--- config.mk ---
export PLATFORM = sky130hd
export DESIGN_NAME = instr_encoder
export DESIGN_NICKNAME = d
export VERILOG_FILES = /design/src/rtl/instr_encoder.sv
export SDC_FILE = /design/constraint.sdc
export NUM_CORES = 1
export LEC_CHECK = 0
export CAP_MARGIN = 20
export CELL_PAD_IN_SITES_DETAIL_PLACEMENT = 1
export CELL_PAD_IN_SITES_GLOBAL_PLACEMENT = 1
export CORE_MARGIN = 5
export CORE_UTILIZATION = 37
export DETAILED_ROUTE_END_ITERATION = 12
export PLACE_DENSITY_LB_ADDON = 0.15
export SLEW_MARGIN = 20
export SYNTH_ARGS = -nofsm -noshare
export SYNTH_HDL_FRONTEND = slang
export SYNTH_SLANG_ARGS = --single-unit
--- constraint.sdc ---
create_clock -name clock -period 3.23 [get_ports clock]
set_clock_uncertainty 0.05 [all_clocks]
set_input_delay 0.323 -clock clock [delete_from_list [all_inputs] [get_ports clock]]
set_output_delay 0.323 -clock clock [all_outputs]
set_load 0.005 [all_outputs]
--- src/rtl/instr_encoder.sv ---
// Purpose: packs RV32I field bundles into instruction words and tags each word with its byte address.
// Latency: 1 cycle from accepted bundle to out_valid; sustains one word per cycle.
// Backpressure: in_ready = !out_valid || out_ready; a stalled output word holds every out_* stable.
module instr_encoder #(
   parameter logic [31:0] BASE_ADDR = 32'h0000_0000,
   parameter logic [31:0] ADDR_STEP = 32'd4
) (
   input  logic        clock,
   input  logic        reset,
   input  logic        restart,
   input  logic        in_valid,
   output logic        in_ready,
   input  logic [6:0]  in_opcode,
   input  logic [4:0]  in_rd,
   input  logic [4:0]  in_rs1,
   input  logic [4:0]  in_rs2,
   input  logic [2:0]  in_funct3,
   input  logic [6:0]  in_funct7,
   input  logic [31:0] in_imm,
   output logic        out_valid,
   input  logic        out_ready,
   output logic [31:0] out_instr,
   output logic [31:0] out_addr,
   output logic        out_err,
   output logic [15:0] err_count
);

   localparam logic [6:0] OP_R      = 7'b0110011;
   localparam logic [6:0] OP_IMM    = 7'b0010011;
   localparam logic [6:0] OP_LOAD   = 7'b0000011;
   localparam logic [6:0] OP_JALR   = 7'b1100111;
   localparam logic [6:0] OP_STORE  = 7'b0100011;
   localparam logic [6:0] OP_BRANCH = 7'b1100011;
   localparam logic [6:0] OP_JAL    = 7'b1101111;
   localparam logic [6:0] OP_LUI    = 7'b0110111;
   localparam logic [6:0] OP_AUIPC  = 7'b0010111;

   logic        out_valid_q, out_valid_d;
   logic [31:0] out_instr_q, out_instr_d;
   logic        out_err_q,   out_err_d;
   logic [31:0] out_addr_q,  out_addr_d;
   logic [31:0] next_addr_q, next_addr_d;
   logic [15:0] err_count_q, err_count_d;

   logic [31:0] enc_raw;
   logic        enc_bad;
   logic        accept;
   logic        xfer;
   logic        fits12;
   logic        fits13;
   logic        fits21;
   logic        is_shift;

   // An immediate fits N signed bits when everything above bit N-2 is a copy of the sign.
   assign fits12   = (&in_imm[31:11]) || !(|in_imm[31:11]);
   assign fits13   = (&in_imm[31:12]) || !(|in_imm[31:12]);
   assign fits21   = (&in_imm[31:20]) || !(|in_imm[31:20]);
   // SLLI/SRLI/SRAI carry funct7 above a 5-bit shift amount instead of a 12-bit immediate.
   assign is_shift = (in_funct3[1:0] == 2'b01);

   assign in_ready = !out_valid_q || out_ready;
   assign accept   = in_valid && in_ready;
   assign xfer     = out_valid_q && out_ready;

   // Scatter the fields into the format selected by opcode and flag anything unencodable.
   always_comb begin
      enc_raw = 32'h0;
      enc_bad = 1'b0;
      case (in_opcode)
         OP_R: begin
            enc_raw = {in_funct7, in_rs2, in_rs1, in_funct3, in_rd, in_opcode};
         end
         OP_IMM: begin
            if (is_shift) begin
               enc_raw = {in_funct7, in_imm[4:0], in_rs1, in_funct3, in_rd, in_opcode};
               enc_bad = |in_imm[31:5];
            end else begin
               enc_raw = {in_imm[11:0], in_rs1, in_funct3, in_rd, in_opcode};
               enc_bad = !fits12;
            end
         end
         OP_LOAD, OP_JALR: begin
            enc_raw = {in_imm[11:0], in_rs1, in_funct3, in_rd, in_opcode};
            enc_bad = !fits12;
         end
         OP_STORE: begin
            enc_raw = {in_imm[11:5], in_rs2, in_rs1, in_funct3, in_imm[4:0], in_opcode};
            enc_bad = !fits12;
         end
         OP_BRANCH: begin
            enc_raw = {in_imm[12], in_imm[10:5], in_rs2, in_rs1, in_funct3,
                       in_imm[4:1], in_imm[11], in_opcode};
            enc_bad = in_imm[0] || !fits13;
         end
         OP_JAL: begin
            enc_raw = {in_imm[20], in_imm[10:1], in_imm[11], in_imm[19:12], in_rd, in_opcode};
            enc_bad = in_imm[0] || !fits21;
         end
         OP_LUI, OP_AUIPC: begin
            enc_raw = {in_imm[31:12], in_rd, in_opcode};
            enc_bad = |in_imm[11:0];
         end
         default: begin
            enc_bad = 1'b1;
         end
      endcase
   end

   // Output stage, address allocation and error counter; restart overrides a concurrent transfer.
   always_comb begin
      out_valid_d = out_valid_q;
      out_instr_d = out_instr_q;
      out_err_d   = out_err_q;
      out_addr_d  = out_addr_q;
      next_addr_d = next_addr_q;
      err_count_d = err_count_q;

      if (xfer) begin
         out_valid_d = 1'b0;
      end
      // Addresses are handed out at accept time; every accepted word is eventually
      // transferred (barring reset), so this matches counting transfers.
      if (accept) begin
         out_valid_d = 1'b1;
         out_instr_d = enc_bad ? 32'h0 : enc_raw;
         out_err_d   = enc_bad;
         out_addr_d  = restart ? BASE_ADDR : next_addr_q;
      end

      if (restart) begin
         next_addr_d = accept ? (BASE_ADDR + ADDR_STEP) : BASE_ADDR;
      end else if (accept) begin
         next_addr_d = next_addr_q + ADDR_STEP;
      end

      if (restart) begin
         err_count_d = 16'h0;
      end else if (xfer && out_err_q && (err_count_q != 16'hFFFF)) begin
         err_count_d = err_count_q + 16'd1;
      end
   end

   // State registers with synchronous reset; a held word is simply dropped.
   always_ff @(posedge clock) begin
      if (reset) begin
         out_valid_q <= 1'b0;
         out_instr_q <= 32'h0;
         out_err_q   <= 1'b0;
         out_addr_q  <= BASE_ADDR;
         next_addr_q <= BASE_ADDR;
         err_count_q <= 16'h0;
      end else begin
         out_valid_q <= out_valid_d;
         out_instr_q <= out_instr_d;
         out_err_q   <= out_err_d;
         out_addr_q  <= out_addr_d;
         next_addr_q <= next_addr_d;
         err_count_q <= err_count_d;
      end
   end

   assign out_valid = out_valid_q;
   assign out_instr = out_instr_q;
   assign out_err   = out_err_q;
   assign out_addr  = out_addr_q;
   assign err_count = err_count_q;

endmodule

=== Yosys cells after proc, flatten, opt, wreduce, memory -nomap -nowiden ===
Cells that the tools add are included.

* Bits in registers: 114
* Latch bits: 0
* Memory bits (writable): 0
* Memory bits (read-only): 0
* Output and inout port bits: 83
* Logic and storage cells: 61
* Memories: 0

* Add/sub/neg operators: 2
* Multipliers: 0
* Divide/modulo/power cells: 0
* Magnitude comparators: 0
* Equality and inequality tests: 11
* Shifts and indexed selects: 0
* Mux-type cells: 11
* Bitwise operators: 0
* Reductions and logical operators: 31

{| class="wikitable"
|+ Operator list
! kind !! count
|-
| $pmux W32 S7 || 1
|-
| $mux W32 || 5
|-
| $add A32 B3 Y32 const B || 1
|-
| $reduce_or A27 Y1 || 1
|-
| $reduce_or A12 Y1 || 2
|-
| $eq A7 B6 Y1 const B || 3
|-
| $eq A7 B7 Y1 const B || 3
|-
| $reduce_and A21 Y1 || 1
|-
| $reduce_or A21 Y1 || 1
|-
| $reduce_and A20 Y1 || 1
|-
| $reduce_or A20 Y1 || 1
|-
| $add A16 B1 Y16 const B || 1
|-
| $ne A16 B16 Y1 const B || 1
|-
| $eq A7 B5 Y1 const B || 2
|-
| $reduce_and A12 Y1 || 1
|-
| $eq A7 B2 Y1 const B || 1
|-
| $logic_not A1 Y1 || 7
|-
| $logic_or A1 B1 Y1 || 6
|-
| $pmux W1 S6 || 1
|-
| $reduce_or A2 Y1 || 3
|-
| $logic_and A1 B1 Y1 || 4
|-
| $reduce_bool A2 Y1 || 2
|-
| $mux W1 || 3
|-
| $mux W3 || 1
|-
| 2 further kinds || 2
|}

=== Depth between registers and ports, before layout ===
Gate-level depths: netlist (run 1).

* Depth after elaboration: 7
* Mapped depth: 10
* Depth with buffers taken out: 6

=== Worst setup path before layout (run 1) ===
Ideal clock, no wire load.

* Path type: input-to-reg
* Start: input port in_imm[8]
* End: register out_instr_q[20], in the netlist out_instr[20]
* Library setup time: 0.070 ns
* Arrival time: 2.161 ns
* Required time: 3.110 ns
* Slack: 0.948 ns
* Stages: 8
* Path buffers: 2
* Path through: or4_4 nor4_2 o2111ai_1 a311o_1 nand4bb_1 buf_6 buf_12 o21ai_2

* Cells in the longest elaborated chain, start to end: 4
* Elaborated cells on any way between the ends: 5
* Those cells by class: 3 x mux; 2 x reduce/logical

{| class="wikitable"
|+ RTL lines
! element !! RTL line !! text
|-
| from (decl) || 19 || <nowiki>input logic [31:0] in_imm,</nowiki>
|-
| $reduce_or A27 Y1 || 76 || <nowiki>enc_bad = |in_imm[31:5];</nowiki>
|-
| $mux W1 || 74 || <nowiki>if (is_shift) begin</nowiki>
|-
| $pmux W1 S6 * || 69 || <nowiki>case (in_opcode)</nowiki>
|-
| $mux W32 * || 125 || <nowiki>out_instr_d = enc_bad ? 32'h0 : enc_raw;</nowiki>
|-
| to (signal assigned) || 154 || <nowiki>out_instr_q <= out_instr_d;</nowiki>
|-
| to (decl) || 39 || <nowiki>logic [31:0] out_instr_q, out_instr_d;</nowiki>
|}

Every way passes the cells marked *; elsewhere a longest branch is shown, timed or not.
A chain may end at the register's enable or synchronous reset.

=== Worst setup path after layout (run 1) ===
* Start: input port in_imm[11]
* End: register out_instr_q[9], in the netlist out_instr[9]

* Cells in the longest elaborated chain, start to end: 7
* Elaborated cells on any way between the ends: 10
* Those cells by class: 3 x mux; 7 x reduce/logical

{| class="wikitable"
|+ RTL lines
! element !! RTL line !! text
|-
| $reduce_or A21 Y1 || 55 || <nowiki>assign fits12 = (&in_imm[31:11]) || !(|in_imm[31:11]);</nowiki>
|-
| $logic_not A1 Y1 || 55 ||
|-
| $logic_or A1 B1 Y1 || 55 ||
|-
| $logic_not A1 Y1 || 79, 84, 88 ||
|-
| $mux W1 || 74 ||
|-
| $pmux W1 S6 * || 69 ||
|-
| $mux W32 * || 125 ||
|}

Marked as above.

==> results of run 1 <==
[registers in the layout (all words and copies together), names as in the netlist]
name         flops
next_addr_q     30
out_addr        31
err_count       16
out_err          1
out_instr       32
out_valid        1
[cells in the mapped netlist (7+ instances only)]
library cell	count
xnor2_1	12
dfxtp_1	111
or3_1	10
nand3b_1	31
o21ai_2	19
o21ai_0	27
inv_1	7
nand2_1	89
clkbuf_1	29
and4_1	8
a21oi_1	46
nand4_1	20
a222oi_1	11
and3_1	8
nand3_1	20
nor3_1	8
xor2_1	24
a22oi_1	15
nor2_1	56
[through the flow]
stage | hold slack [ns] | util [%] | worst slack [ns] | cell area, µm²
3_3_place_gp | 0.379 | 49.5 | 0.197 | 6790
4_1_cts | 0.403 | 51.7 | 0.474 | 7090
3_5_place_dp | 0.382 | 49.5 | 0.106 | 6790
5_1_grt | 0.425 | 51.7 | 0.374 | 7090
6_report | 0.401 | 51.7 | 0.493 | 7090
2_1_floorplan | 0.389 | - | 0.948 | 5110
[final timing paths]
path / from / endpoint / slack [ns] / depth (start not counted)
hold reg to reg: out_instr[0]$_SDFFE_PP0P_ / out_instr[0]$_SDFFE_PP0P_ / 0.40 / 2
setup reg to reg: next_addr_q[6]$_SDFFE_PP0N_ / next_addr_q[29]$_SDFFE_PP0N_ / 1.00 / 6
hold / removal: out_instr[0]$_SDFFE_PP0P_ / out_instr[0]$_SDFFE_PP0P_ / 0.40 / 2
setup / recovery: in_imm[11] / out_instr[9]$_SDFFE_PP0P_ / 0.49 / 8
[layout by cell type, fill, tap and decap left out, types with 2 or more instances in the layout]
cell / count
dfxtp_1: 111
and3_1: 8
nor4_2: 2
a211oi_1: 2
ha_1: 2
o21ai_0: 27
and4_1: 8
buf_4: 12
or3_1: 10
a311oi_1: 2
xnor2_1: 12
nor4_1: 6
nand2_1: 89
nand4_1: 20
nor2b_1: 2
nand2b_1: 2
a222oi_1: 11
o21a_1: 2
a22oi_1: 15
xor2_1: 24
nand3_1: 20
or2_2: 4
or4_1: 3
inv_1: 7
nor3_1: 8
and2_1: 4
a21o_1: 2
o21ai_2: 19
clkinv_2: 2
nand3b_1: 31
clkdlybuf4s50_1: 151
clkbuf_16: 9
a21oi_1: 46
nor2_1: 55
[power groups by stage]
| stage | sequential (mW) | clock, mW | combinational [mW] |
|---|---|---|---|
| floorplan | 1.41 | 0 | 0.0961 |
| global route | 1.38 | 1.22 | 0.260 |
| CTS | 1.38 | 1.18 | 0.242 |
| finish | 1.38 | 1.14 | 0.243 |
| global placement | 1.41 | 0 | 0.237 |
| detailed placement | 1.41 | 0 | 0.240 |
[critical path: stages]
cell and delay, ns:
clkdlybuf4s50_1 0.53, or4_4 0.55, nor4_2 0.35, o2111ai_1 0.17, a311o_1 0.38, nand4bb_1 0.24, buf_12 0.22, o21ai_0 0.19
[per-layer routing]
| layer | up-vias | track usage (%) | wire length (µm) |
|---|---|---|---|
| met5 | - | 0 | 0 |
| met4 | 0 | 7.38 | 320 |
| met3 | 19 | 3.60 | 1100 |
| met2 | 146 | 36.4 | 8190 |
| met1 | 2496 | 25.4 | 7390 |
| li1 | 2457 | - | - |
[cell families (layout without fill, tap and decap cells)]
family / after synthesis / in the layout / share of synthesized area [%]
xor+xnor: 36 / 36 / 6.17
buf+inv: 42 / 187 / 3.89
compound gates: 135 / 135 / 17.5
simple gates: 278 / 278 / 28.0
mux: 2 / 2 / 0.416
fa+ha+maj: 2 / 2 / 0.489
flops: 111 / 111 / 43.5
[cell type report]
class / count / area [µm²] / area share, %
Multi-Input combinational cell: 453 / 2690 / 38.0
Tap cell: 180 / 225 / 3.18
Clock buffer: 11 / 243 / 3.42
Sequential cell: 111 / 2220 / 31.4
Timing Repair Buffer: 164 / 1620 / 22.9
Clock inverter: 5 / 56.3 / 0.794
Inverter: 7 / 26.3 / 0.371
==> results.toml, run 1 <==
[run_status]
status = "finished, final reports clean"

[critical_path]
crit_required_ns = 3.46
worstSetupPathType = "input port to flop"
cp_max_fo = 27
startpoint_type = "input port"
endpoint_kind = "flop"
worstPathArrival_ns = 2.97

[detailed_routing]
wl_per_cell_um = 18.3
dr.pass1.iters = 5
drtIter0Drc = 305
vias_per_cell = 5.50
drt-total-wl_mm = 17.0
drc = 0
drtAntennaViolNets = 0
vias = 5118

[yosys]
yosys_warnings = 0
synth_flop_cell = "dfxtp_1"
yosys.area.top_type = "dfxtp_1"
syn_nets = 677
yosysSeqAreaShare_pct = 43.5
syn_inst = 606
syn-cell-area_um2 = 5110
synth-edff-count = 0
synth.top_cells.by_area = "dfxtp_1 43%, nand2_1 6.5%, nand3b_1 4.6%"
synth_top_area_share_pct = 43.5
avgSynthCellArea_um2 = 8.44
ys_ff_latch = 111
async_reset_ff_share_pct = 0
synth.distinct_cells = 52

[sta]
setup_viol = 0
fin_crit_sh_pct = 84.7
fin_tns_setup_ns = 0
hold_viol = 0
fin_crit_ns = 2.74
rsz0062_at_grt = "false"
slew_headroom_pct = 51.3
worstMarginPinSlew_ns = 0.731
max_freq_mhz = 365
drv_slew = 0

[place]
place_inst = 915
gp_congestion = 0.872
io_buffers = 151
hpwl_mm = 12.5

[power_and_ir_drop]
power.total_mw = 2.76
intPower_mw = 2.11
clock_power_share_pct = 41.3
cellLeakagePower_nw = 2.31
vdd_drop_max_mv = 0.192
netSwitchingFraction_pct = 23.5
p_switching_mw = 0.648
seqPwrFrac_pct = 49.9
p_comb_share_pct = 8.8
power_density_nw_per_um2 = 389

[clock_tree]
cts.sinks = 111
cts_buffer_depth = 2
cts_resized = 0
root_buffer = "clkbuf_16"
worstSkewPairLatency_ns = 0.36
hold_buffers = 0
numCtsBuffers = 9
cts_tree = "built"
post_cts_buffers = 0
htreeDepth = 3
path_clk_slew_ns = 0.07

[global_routing]
grt.overflow.total = 0
grt_pass1_vias = 5390
grtUsageTotal_pct = 20.7
grt_max_degree = 35
grt_pass1_wl_mm = 27.5
antenna_found_initial = 0

[final_layout]
drive_gt1_share_pct = 7.46
diodes = 0
nets = 817
final_cells = 931
fillCellCount = 1642
area_growth_syn_to_layout_pct = 38.6

[floorplanning]
start_util_pct = 37.3
die_h_um = 128
row_count = 43
ioPinCount = 152
die_area_um2 = 16300
core_area_um2 = 13700
fp.dieW_um = 128

[hold_path]
hold_path_class = "flop to flop"

[flow_run]
max_cap_viol_count = 0
Note: power is estimated with default switching activity, not from simulation.
==> inputs of run 2 (changes only) <==
CORE_UTILIZATION = 31   (was 37)
clock period = 2.3 ns   (was 3.23 ns; I/O delays follow)
==> results.toml, run 2 (synthesis gave the netlist of run 1 again) <==
[run_status]
status = "finished, final reports clean"

[final_layout]
largest_reg_flops = 32
post-route-util_pct = 47.7
drive_gt1_share_pct = 18.1
area_growth_syn_to_layout_pct = 53.2
final_cell_mix = "136 x clkdlybuf4s50_1, 111 x dfxtp_1, 89 x nand2_1, 80 x buf_4, 54 x nor2_1"
fin_area_um2 = 7830
diodes = 0
nets = 892
final_common_cell = "clkdlybuf4s50_1"

[floorplanning]
die_h_um = 138
ioPinCount = 152
core_area_um2 = 16400
fp.dieW_um = 138
die_area_um2 = 19200
row_count = 47
start_util_pct = 31.2

[place]
gp_congestion = 0.922
hpwl_mm = 14.2
placed_area_um2 = 7340
pre_cts_ws_ns = -0.753
io_buffers = 151

[sta]
fin_tns_setup_ns = 0
max_freq_mhz = 443
hold_viol = 0
fin_crit_sh_pct = 98.1
setup_ws_ns = 0.0441
fin_crit_ns = 2.26
slew_headroom_pct = 41.2
worstMarginPinSlew_ns = 0.881
drv_slew = 0
setup_viol = 0

[power_and_ir_drop]
power_density_nw_per_um2 = 492
vdd_drop_max_mv = 0.319
cellLeakagePower_nw = 2.76
power.total_mw = 3.85

[clock_tree]
worstSkewPairLatency_ns = 0.36
cts_buffer_depth = 2
cts_tree = "built"
htreeDepth = 3
root_buffer = "clkbuf_16"
path_clk_slew_ns = 0.07
cts.sinks = 111
numCtsBuffers = 9
hold_buffers = 0

[global_routing]
grtUsageTotal_pct = 19.9
gr-usage-met1_pct = 24.6
grtUsageMet3_pct = 3.52
grt_pass1_wl_mm = 31.1
antenna_found_initial = 0
grt.overflow.total = 0
grt_pass1_vias = 5737
grt_max_degree = 46
grt_busiest_layer = "met2"
met2_usage_pct = 34.9

[critical_path]
path_cells = "clkdlybuf4s50_1 -> nand3b_1 -> o21ai_0 -> o2111ai_2 -> a311o_1 -> nand4bb_4 -> buf_6 -> buf_16 -> o21ai_2"
cp_max_fo = 9
endpoint_kind = "flop"
worstPathArrival_ns = 2.50
crit_family = "buffers and inverters"
timing.critical_path.buf_inv = 3
max_stage_delay_ns = 0.72
crit_required_ns = 2.54
worstSetupPathType = "input port to flop"
startpoint_type = "input port"
crit_path_top_delay_cell = "clkdlybuf4s50_1"

[detailed_routing]
drc = 0
dr.pass1.iters = 6
drtIter0Drc = 198
wl_per_cell_um = 18.5
drtAntennaViolNets = 0
vias_per_cell = 5.23
vias = 5469
drt-total-wl_mm = 19.3

[hold_path]
hold_path_class = "input port to flop"

[flow_run]
max_cap_viol_count = 0
run 2: cell count changes in the layout (fill, tap and decap cells not counted), moves of 6 or more:
| cell | change |
|---|---|
| buf_4 | +68 |
| clkdlybuf4s50_1 | -15 |
| dlygate4sd2_1 | +6 |
| o21ai_0 | -6 |
| o21ai_1 | +6 |
run 2: layout make-up:
cell class                      instances  area (µm²)
Timing Repair Buffer                  239        2260
Multi-Input combinational cell        453        2780
Tap cell                              220         275
Clock buffer                           10         239
Fill cell                            1910        8580
Clock inverter                          5        32.5
Inverter                                7        26.3
Sequential cell                       111        2220
run 2: worst register-to-register path, stage by stage (launching register included):
cell and delay, ns:
dfxtp_1 0.41, and4_1 0.29, nand4_1 0.34, or3_4 0.52, or3_1 0.31, a21oi_1 0.15
run 2: repair_timing:
action / 4_1_cts / 5_1_grt
gates resized for setup: 36 / 18
pin swaps: 13 / 13
setup endpoints to repair: 33 / 31
cloned: 3 / 0
setup buffers: 6 / 1
run 2: path summary, 6_finish.rpt:
check / depth (start not counted) / start / slack (ns) / endpoint
min: 3 / in_imm[10] / 0.13 / out_instr[30]$_SDFFE_PP0P_
max reg2reg: 5 / next_addr_q[6]$_SDFFE_PP0N_ / 0.16 / next_addr_q[19]$_SDFFE_PP0N_
max: 9 / in_opcode[6] / 0.04 / out_instr[15]$_SDFFE_PP0P_
min reg2reg: 2 / out_instr[1]$_SDFFE_PP0P_ / 0.39 / out_instr[1]$_SDFFE_PP0P_
run 2: routing by layer:
layer  share of wire [%]  wire length, µm
met1                  43             8310
met2                  50             9640
met3                 5.1              986
met4                 1.9              367
met5                   0                0
run 2: power by group:
group / internal, mW / switching (mW) / total, mW
clock: 0.763 / 0.742 / 1.50
sequential: 1.93 / 0.00556 / 1.93
combinational: 0.214 / 0.205 / 0.419
run 2: per-stage QoR:
| step | instances | hold slack, ns |
|---|---|---|
| 6_report | 1045 | 0.134 |
| 5_1_grt | 1045 | 0.155 |
| 4_1_cts | 1044 | 0.279 |
| 3_5_place_dp | 1020 | 0.386 |
| 3_3_place_gp | 1020 | 0.383 |
| 2_1_floorplan | 606 | 0.309 |
==> inputs of run 3 (changes only) <==
TNS_END_PERCENT = 5   (was default)
==> results.toml, run 3 (synthesis gave the netlist of run 1 again) <==
[sta]
slew_headroom_pct = 41.2
worstMarginPinSlew_ns = 0.881
rsz0062_at_grt = "true"
setup_viol = 0
fin_crit_sh_pct = 98.6
hold_viol = 0
max_freq_mhz = 441
fin_crit_ns = 2.27
setup_ws_ns = 0.0316
timing.hold.ws_ns = 0.147
drv_slew = 0

[final_layout]
fillCellCount = 1912
final_common_cell = "clkdlybuf4s50_1"
drive_gt1_share_pct = 18.1
area_growth_syn_to_layout_pct = 53.2
largest_reg_flops = 32
regArea_um2 = 2220
final_cell_mix = "138 x clkdlybuf4s50_1, 111 x dfxtp_1, 89 x nand2_1, 80 x buf_4, 54 x nor2_1"
nets = 892
multi_input_area_um2 = 2780

[global_routing]
grt_max_degree = 46
grt_pass1_wl_mm = 31.1
grt.overflow.total = 0
grt_pass1_vias = 5737
antenna_found_initial = 0
grtUsageTotal_pct = 19.9

[hold_path]
hold_path_class = "input port to flop"
hp-start = "in_imm[10]"

[power_and_ir_drop]
vdd_drop_max_mv = 0.320
power_density_nw_per_um2 = 492
cellLeakagePower_nw = 2.74
power.total_mw = 3.85

[floorplanning]
fp.dieW_um = 138
ioPinCount = 152
die_h_um = 138
die_area_um2 = 19200
core_area_um2 = 16400
start_util_pct = 31.2
row_count = 47

[clock_tree]
htreeDepth = 3
path_clk_slew_ns = 0.07
root_buffer = "clkbuf_16"
cts.sinks = 111
cts_buffer_depth = 2
worstSkewPairLatency_ns = 0.36
numCtsBuffers = 9
cts_tree = "built"

[critical_path]
max_stage_delay_ns = 0.58
endpoint_kind = "flop"
worstSetupPathType = "input port to flop"
reg2reg_from = "next_addr_q[6]$_SDFFE_PP0N_"
path_cells = "clkdlybuf4s50_1 -> or4_4 -> nor3_4 -> a22oi_2 -> a311o_1 -> nand4bb_4 -> buf_6 -> buf_16 -> o21ai_2"
worstPathArrival_ns = 2.51
crit_path_top_delay_cell = "or4_4"
cp_max_fo = 7
crit_required_ns = 2.54
startpoint = "in_imm[17]"
startpoint_type = "input port"

[detailed_routing]
drtIter0Drc = 211
vias_per_cell = 5.19
drtAntennaViolNets = 0
dr.pass1.iters = 7
drc = 0
drt-total-wl_mm = 19.2
wl_per_cell_um = 18.4
vias = 5435

[run_status]
status = "finished, final reports clean"

[place]
gp_congestion = 0.922
hpwl_mm = 14.2
pre_cts_ws_ns = -0.753
io_buffers = 151

[flow_run]
max_cap_viol_count = 0
==> run 3: changes by cell type in the layout (fill, tap and decap cells not counted) <==
| cell | delta |
|---|---|
| diode_2 | +2 |
| dlymetal6s2s_1 | -2 |
| clkdlybuf4s50_1 | +2 |
==> run 3: through the flow <==
stage | cells | cell area, µm² | TNS [ns] | utilization, %
after floorplan | 606 | 5110 | 0 | -
after global placement | 1020 | 7340 | -18.88 | 44.7
after detailed placement | 1020 | 7340 | -21.90 | 44.7
after CTS | 1044 | 7800 | -0.00379 | 47.6
after global routing | 1045 | 7830 | -0.111 | 47.7
final | 1047 | 7830 | 0 | 47.7
==> run 3: worst max-delay path: cells and delay by family <==
| kind | cells | cell delay [ns] |
|---|---|---|
| compound gates | 3 | 0.55 |
| buf+inv | 3 | 0.74 |
| simple gates | 3 | 0.97 |
==> run 3: path summary, 6_finish.rpt <==
check / endpoint / slack (ns) / cells past startpoint
max: out_instr[17]$_SDFFE_PP0P_ / 0.03 / 9
max reg2reg: next_addr_q[19]$_SDFFE_PP0N_ / 0.16 / 5
min: out_instr[30]$_SDFFE_PP0P_ / 0.15 / 3
min reg2reg: out_instr[1]$_SDFFE_PP0P_ / 0.39 / 2
==> run 3: timing repair <==
| action | CTS | global route |
|---|---|---|
| pin swaps | 11 | 12 |
| hold buffers | 0 | 0 |
| cloned | 3 | 0 |
| endpoints found under the setup margin | 33 | 31 |
| setup buffers | 6 | 1 |
| resized for setup | 36 | 16 |
==> run 3: cell type report <==
class                      instances  area share (%)
sequential                       111            28.4
timing repair buffer             239            28.7
clock inverter                     5           0.415
clock buffer                      10            3.05
antenna                            2          0.0639
multi-input combinational        453            35.5
tap                              220            3.52
inverter                           7           0.336
==> run 3: routing by layer <==
layer / global-route usage [%] / routed length (µm) / vias to the layer above
met3: 3.52 / 1060 / 26
li1: - / - / 2609
met2: 34.9 / 9610 / 176
met5: 0 / 0 / -
met1: 24.6 / 8220 / 2624
met4: 6.50 / 363 / 0
==> run 3: report_power, final <==
group	switching (mW)	internal, mW
logic	0.204	0.214
registers	0.00556	1.93
clock network	0.741	0.762
